`src/rtl/vga_pattern_scheduler.sv`:
```
// Test-pattern scheduler: UART commands pick or auto-cycle the VGA pattern, applied only at frame start.
// Optional UART acknowledge FSM when VGA_SCHED_ACK_EN is defined; acks wait while the transmitter is busy.
module vga_pattern_scheduler #(
    parameter int NUM_PATTERNS       = 8,
    parameter int FRAMES_PER_PATTERN = 60
) (
    input  logic       i_Clk,
    input  logic       i_Rst_L,
    input  logic       i_RX_DV,
    input  logic [7:0] i_RX_Byte,
    input  logic       i_VSync,
    input  logic       i_TX_Active,
    output logic [3:0] o_Pattern,
    output logic       o_Auto_Mode,
    output logic       o_Pending,
    output logic       o_Cmd_Error,
    output logic       o_Ack_DV,
    output logic [7:0] o_Ack_Byte
);
    localparam logic [3:0] PAT_LAST  = 4'(NUM_PATTERNS - 1);
    localparam logic [4:0] PAT_COUNT = 5'(NUM_PATTERNS);
    localparam logic [7:0] CNT_LAST  = 8'(FRAMES_PER_PATTERN - 1);

    typedef enum logic {SCHED_IDLE, SCHED_PENDING} sched_state_t;

    sched_state_t sched_state, sched_state_nxt;
    logic         vsync_q, vsync_qq, frame_start;
    logic [3:0]   pattern, pattern_nxt;
    logic [3:0]   pend_val, pend_val_nxt;
    logic [7:0]   frame_cnt, frame_cnt_nxt;
    logic         auto_mode, auto_mode_nxt;
    logic         cmd_error;
    logic         cmd_set, cmd_auto, cmd_manual, cmd_next, cmd_bad;

    function automatic logic [3:0] next_pattern(input logic [3:0] cur);
        return (cur >= PAT_LAST) ? 4'd0 : cur + 4'd1;
    endfunction

    // Edge detect on the registered copy, so frame start is seen one cycle after VSync rises.
    assign frame_start = vsync_q & ~vsync_qq;

    assign cmd_set    = i_RX_DV && (i_RX_Byte[7:4] == 4'h3) && ({1'b0, i_RX_Byte[3:0]} < PAT_COUNT);
    assign cmd_auto   = i_RX_DV && (i_RX_Byte == 8'h41);
    assign cmd_manual = i_RX_DV && (i_RX_Byte == 8'h4D);
    assign cmd_next   = i_RX_DV && (i_RX_Byte == 8'h4E);
    assign cmd_bad    = i_RX_DV && !(cmd_set || cmd_auto || cmd_manual || cmd_next);

    always_ff @(posedge i_Clk or negedge i_Rst_L) begin
        if (!i_Rst_L) begin
            sched_state <= SCHED_IDLE;
            vsync_q     <= 1'b0;
            vsync_qq    <= 1'b0;
            pattern     <= 4'd0;
            pend_val    <= 4'd0;
            frame_cnt   <= 8'd0;
            auto_mode   <= 1'b0;
            cmd_error   <= 1'b0;
        end else begin
            sched_state <= sched_state_nxt;
            vsync_q     <= i_VSync;
            vsync_qq    <= vsync_q;
            pattern     <= pattern_nxt;
            pend_val    <= pend_val_nxt;
            frame_cnt   <= frame_cnt_nxt;
            auto_mode   <= auto_mode_nxt;
            cmd_error   <= cmd_bad;
        end
    end

    // Frame-start effects use the pre-command state; a command in the same cycle only arms the next frame.
    always_comb begin
        sched_state_nxt = sched_state;
        pattern_nxt     = pattern;
        pend_val_nxt    = pend_val;
        frame_cnt_nxt   = frame_cnt;
        auto_mode_nxt   = auto_mode;

        if (frame_start) begin
            sched_state_nxt = SCHED_IDLE;
            if (sched_state == SCHED_PENDING) begin
                pattern_nxt   = pend_val;
                frame_cnt_nxt = 8'd0;
            end else if (auto_mode) begin
                if (frame_cnt >= CNT_LAST) begin
                    frame_cnt_nxt = 8'd0;
                    pattern_nxt   = next_pattern(pattern);
                end else begin
                    frame_cnt_nxt = frame_cnt + 8'd1;
                end
            end
        end

        if (cmd_set) begin
            pend_val_nxt    = i_RX_Byte[3:0];
            sched_state_nxt = SCHED_PENDING;
            auto_mode_nxt   = 1'b0;
        end
        if (cmd_next) begin
            pend_val_nxt    = next_pattern((sched_state == SCHED_PENDING) ? pend_val : pattern);
            sched_state_nxt = SCHED_PENDING;
        end
        if (cmd_auto) begin
            auto_mode_nxt = 1'b1;
            frame_cnt_nxt = 8'd0;
        end
        if (cmd_manual) begin
            auto_mode_nxt = 1'b0;
        end
    end

    assign o_Pattern   = pattern;
    assign o_Auto_Mode = auto_mode;
    assign o_Pending   = (sched_state == SCHED_PENDING);
    assign o_Cmd_Error = cmd_error;

`ifdef VGA_SCHED_ACK_EN
    typedef enum logic [1:0] {ACK_IDLE, ACK_WAIT, ACK_SEND} ack_state_t;

    ack_state_t ack_state, ack_state_nxt;
    logic [7:0] ack_byte;

    always_ff @(posedge i_Clk or negedge i_Rst_L) begin
        if (!i_Rst_L) begin
            ack_state <= ACK_IDLE;
            ack_byte  <= 8'h00;
        end else begin
            ack_state <= ack_state_nxt;
            if (i_RX_DV) begin
                ack_byte <= cmd_bad ? 8'h3F : 8'h4B;
            end
        end
    end

    // A new command always re-queues, replacing any ack not yet sent.
    always_comb begin
        ack_state_nxt = ack_state;
        case (ack_state)
            ACK_IDLE: ack_state_nxt = ACK_IDLE;
            ACK_WAIT: if (!i_TX_Active) ack_state_nxt = ACK_SEND;
            ACK_SEND: ack_state_nxt = ACK_IDLE;
            default:  ack_state_nxt = ACK_IDLE;
        endcase
        if (i_RX_DV) begin
            ack_state_nxt = ACK_WAIT;
        end
    end

    assign o_Ack_DV   = (ack_state == ACK_SEND);
    assign o_Ack_Byte = ack_byte;
`else
    logic unused_tx_active;
    assign unused_tx_active = i_TX_Active;
    assign o_Ack_DV   = 1'b0;
    assign o_Ack_Byte = 8'h00;
`endif

endmodule

```
`config.mk`:
```
export PLATFORM = sky130hd
export DESIGN_NAME = vga_pattern_scheduler
export DESIGN_NICKNAME = d
export VERILOG_FILES = /design/src/rtl/vga_pattern_scheduler.sv
export SDC_FILE = /design/constraint.sdc
export NUM_CORES = 1
export LEC_CHECK = 0
export ABC_CLOCK_PERIOD_IN_PS = 2000
export CORE_UTILIZATION = 55
export CTS_CLUSTER_SIZE = 25
export DETAILED_ROUTE_END_ITERATION = 10
export DONT_BUFFER_PORTS = 1
export GPL_ROUTABILITY_DRIVEN = 0
export MAX_ROUTING_LAYER = met4
export PLACE_DENSITY = 0.75
export SLEW_MARGIN = 20
export SYNTH_ARGS = -nofsm -noshare
export SYNTH_HDL_FRONTEND = slang
export SYNTH_SLANG_ARGS = --single-unit
export TNS_END_PERCENT = 100
```
`constraint.sdc`:
```
create_clock -name i_Clk -period 2 [get_ports i_Clk]
set_clock_uncertainty 0.1 [all_clocks]
set_input_delay 0.6 -clock i_Clk [delete_from_list [all_inputs] [get_ports i_Clk]]
set_output_delay 0.6 -clock i_Clk [all_outputs]
set_load 0.01 [all_outputs]
```
Word level (Yosys, flattened, before mapping)

Cells that the tools add are included.

$add $sub $neg: 3
Magnitude comparators: 4
Eq/ne operators: 4
Multiplexer cells: 19
Bitwise logic cells: 2
Reductions and logical operators: 19

Operators by type and width:

| cell                  | count |
|---|---|
| $mux W8               | 5 |
| $mux W4               | 8 |
| $eq A8 B7 Y1 const B  | 3 |
| $reduce_bool A3 Y1    | 3 |
| $add A4 B1 Y4 const B | 2 |
| $add A8 B1 Y8 const B | 1 |
| $ge A4 B3 Y1 const B  | 2 |
| $ge A8 B6 Y1 const B  | 1 |
| $reduce_bool A2 Y1    | 4 |
| $logic_and A1 B1 Y1   | 6 |
| $mux W1               | 6 |
| $eq A4 B2 Y1 const B  | 1 |
| $lt A4 B4 Y1 const B  | 1 |
| $logic_or A1 B1 Y1    | 3 |
| $reduce_and A3 Y1     | 1 |
| $reduce_and A2 Y1     | 1 |
| $and A1 B1 Y1         | 1 |
| $logic_not A1 Y1      | 1 |
| $not A1 Y1            | 1 |

Register bits: 21
Logic and storage cells: 59

Depth between registers and ports, before layout

Gate-level depths: netlist of the first run.

Depth in word-level cells: 8
Depth in mapped cells: 8
Gate-level depth less buffers: 7

Worst setup path after synthesis of the first run

OpenSTA, ideal clock, no wires.

Kind: input port to flip-flop
Start: in i_RX_Byte[7]
End: reg pend_val[1]
Library setup time: 121 ps
Arrival time: 1874 ps
Slack: -95 ps
Stages on the path: 5
Path buffers: 1
Path through: nand2b_1 > or4_1 > buf_2 > mux2_4 > a22o_1

Word-level cells in the longest chain between the ends: 4
Elaborated cells on any way between the ends: 7
Classes of those cells: eq/ne: 2; mux: 1; reduce/logical: 4

Ends and longest elaborated chain:

| element                           | RTL line | RTL |
|---|---|---|
| start, declared                   | 10       | `input logic [7:0] i_RX_Byte,` |
| $eq A4 B2 Y1                      | 42       | `assign cmd_set = i_RX_DV && (i_RX_Byte[7:4] == 4'h3) && ({1'b0, i_RX_Byte[3:0]} < PAT_COUNT);` |
| $logic_and A1 B1 Y1 (2 in series) | 42       |  |
| $reduce_bool A2 Y1 (no line)      | n/a      |  |
| end signal, assigned              | 63       | `pend_val <= pend_val_nxt;` |
| end, declared                     | 29       | `logic [3:0] pend_val, pend_val_nxt;` |

Several ways; a longest one is shown, not always the timed one.
A chain may end at the register's enable or synchronous reset.

Worst setup path after layout of the first run

Start: reg sched_state (netlist: o_Pending)
End: reg pend_val[2]

Word-level cells in the longest chain between the ends: 4
Elaborated cells on any way between the ends: 5
Classes of those cells: add/sub: 1; order compare: 1; mux: 3

Ends and longest elaborated chain:

| element                                              | RTL line | RTL |
|---|---|---|
| start, declared                                      | 26       | `sched_state_t sched_state, sched_state_nxt;` |
| start signal, assigned                               | 59       | `sched_state <= sched_state_nxt;` |
| $mux W4 *                                            | 99       | `pend_val_nxt = next_pattern((sched_state == SCHED_PENDING) ? pend_val : pattern);` |
| $add A4 B1 Y4 / $ge A4 B3 Y1 (equally long branches) | 36       | `return (cur >= PAT_LAST) ? 4'd0 : cur + 4'd1;` |
| $mux W4 *                                            | 36       |  |
| $mux W4 *                                            | 98       | `if (cmd_next) begin` |

Mark *: on every way between the ends. The rest lies on a longest branch, timed or not.

==> metrics, run 1 <==
Tcrit/Tclk final 0.9245; post-synthesis cell type count 39; CTS tree yes; setup_tns 0 ps; Pins Over Slew Limit 0; CP Max Fanout 7; Psw 0.4646 mW; vias in the first global route 899; Synth top area share 0.4312; FF-to-FF path depth 6; wire length per cell 13.67 µm; layout cells sized above 1 0.1439; final instance area 1315 µm²; Worst Path Required 2130 ps; outcome finished, final reports clean; Synth Cell Area 1219 µm²; Ys Warns 0; cts bufs inserted 3; power share of the sequential group 0.495; pwr dens 971.9 nW/µm²; Initial Util 0.6027; most numerous cell in the Yosys netlist dfrtp_1; asr flop ratio synth 1.000; first-pass GRT wire length 3.843 mm; Crit Path Class reg -> reg; antenna violations before repair 0; unrepaired setup endpoints after global routing no; Hold Path Stages 0; Pint 0.8135 mW; DRT iter0 DRCs 16; DRC viols 0; leakage 0.6090 nW; Die Ht 49.07 µm; # H-tree levels 1; post-synth top area cell dfrtp_1; IO Pins 29; via count 955; Cells after Synth 131; endpoints failing setup 0; DIE AREA 2408 µm²; sequential fraction of the synthesis area 0.4312; R2R Path End pend_val[2]; leading cell types by count after synthesis dfrtp_1 (21), nand2_1 (11), a21oi_1 (9), buf_4 (9), nor3_1 (8); fin util 0.6504; post-layout min period 1849 ps; GR Util All Layers 0.2167; gr ovfl total 0; fmax 540.8 MHz; PortBufs 0; clock network power share 0.159; Tightest Pin Transition 918.9 ps; FF+latch count, synth 21; max_slew headroom 0.3854; area grow syn2layout 7.905%; worst hold path startpoint i_VSync; Hold Crit Class in -> reg; Clk Latency, worst-skew pair 300 ps; Critical Path AT 1980 ps; post-route ant nets 0; Switching Fraction 0.3635; EDFF count, synth 0; largest net degree at the start of global routing 22; Root Buffer clkbuf_4; clk slew on worst S/H paths 110 ps; Worst setup SP type register; Core Area 2022 µm²; clock sinks 21; Final nets 156; final hold violations 0; # rows 16; Via density 5.753; critical path endpoint category register; RR Startpoint o_Pending; Die X 49.07 µm; DP Area 1269 µm²; Main synth FF type dfrtp_1; dpl hpwl 1.708 mm; FF-to-FF setup slack 150 ps; max-cap violation count 0; hold-critical path endpoint vsync_q; Longest Clk Path Bufs 2; CP startpoint o_Pending; maximum vdd ir drop 547.9 µV; final wirelength 2.270 mm; Area contributors post-synth dfrtp_1 (43%), buf_4 (5.5%), a21oi_1 (3.7%), nand2_1 (3.4%), nor3_1 (3.3%); mean post-synth cell area 9.303 µm²; router iterations before antenna repair 4; antenna cells 0; combinational group share of total power 0.346
-- power groups by stage --
stage	combinational, mW	clock, mW	sequential (mW)
2_1_floorplan	0.316	0	0.634
3_3_place_gp	0.398	0	0.633
3_5_place_dp	0.416	0	0.640
4_1_cts	0.430	0.209	0.629
5_1_grt	0.503	0.227	0.648
6_report	0.442	0.203	0.633
-- flip-flops by register name, summed over array words and instances (netlist names) --
signal / flops
pend_val: 4
frame_cnt: 8
vsync_q: 1
o_Pending: 1
vsync_qq: 1
o_Cmd_Error: 1
o_Auto_Mode: 1
o_Pattern: 4
-- critical path: stages (launching register included) --
cell and delay [ps]:
dfrtp_2 440, mux2_2 380, ha_1 230, a211oi_2 260
a21oi_2 80, o21bai_1 170, mux2i_1 130
-- layer usage --
layer	global-route usage	routed length (µm)
met5	-	0
met4	0.1078	38
met3	0.04050	106
met2	0.3311	1102
met1	0.2747	1022
-- repair_timing --
item	CTS	global route
setup endpoints to repair	0	2
resized for setup	0	3
buffers inserted	0	0
hold buffers	1	0
endpoints found under the hold margin	21	0
-- stage by stage --
step	cells	hold WS (ps)	setup WS, ps	power (mW)
detailed placement	161	204.9	-30.83	1.055
floorplan	139	204.4	-89.03	0.9500
global placement	161	204.9	-17.82	1.032
global route	166	189.5	11.76	1.378
finish	166	215.3	151.0	1.278
CTS	166	206.3	91.88	1.269
-- layout by cell type (no fill, tap or decap), drive strengths merged, types with 3 or more instances in the layout --
master	instances
nand3	4
nor3	9
clkbuf	4
o21ai	6
ha	3
or4	3
nor2	7
inv	6
a31oi	3
nand2b	5
a21oi	9
buf	8
nand2	11
mux2	3
xnor2	3
conb	9
dfrtp	21
-- worst max path at each step --
stage	to	slack, ps	depth (start not counted)
5_1_grt	pend_val[2]	10	6
6_report	pend_val[2]	150	6
2_1_floorplan	pend_val[1]	-90	5
4_1_cts	pend_val[2]	90	6
3_5_place_dp	pend_val[1]	-30	4
3_3_place_gp	pend_val[1]	-20	4
-- final cells by class --
| class | instances | area (µm²) |
|---|---|---|
| timing repair buffer | 9 | 70.07 |
| multi-input combinational | 99 | 635.6 |
| tap | 27 | 33.78 |
| sequential | 21 | 526.8 |
| clock buffer | 4 | 26.28 |
| fill | 176 | 706.9 |
| inverter | 6 | 22.52 |
-- kinds of logic after synthesis --
kind of cell,synth area share
simple gates,0.2259
fa+ha+maj,0.03080
mux,0.04722
flops,0.4312
compound gates,0.1448
buf+inv,0.08829
other cells,0.003077
xor+xnor,0.02875
Note: power is estimated with default switching activity, not from simulation.
==> run 2, diff against run 1 <==
- SKIP_LAST_GASP: unset -> 1
==> results of run 2 <==
No change in the layout: final DEF, timing and power equal those of run 1.
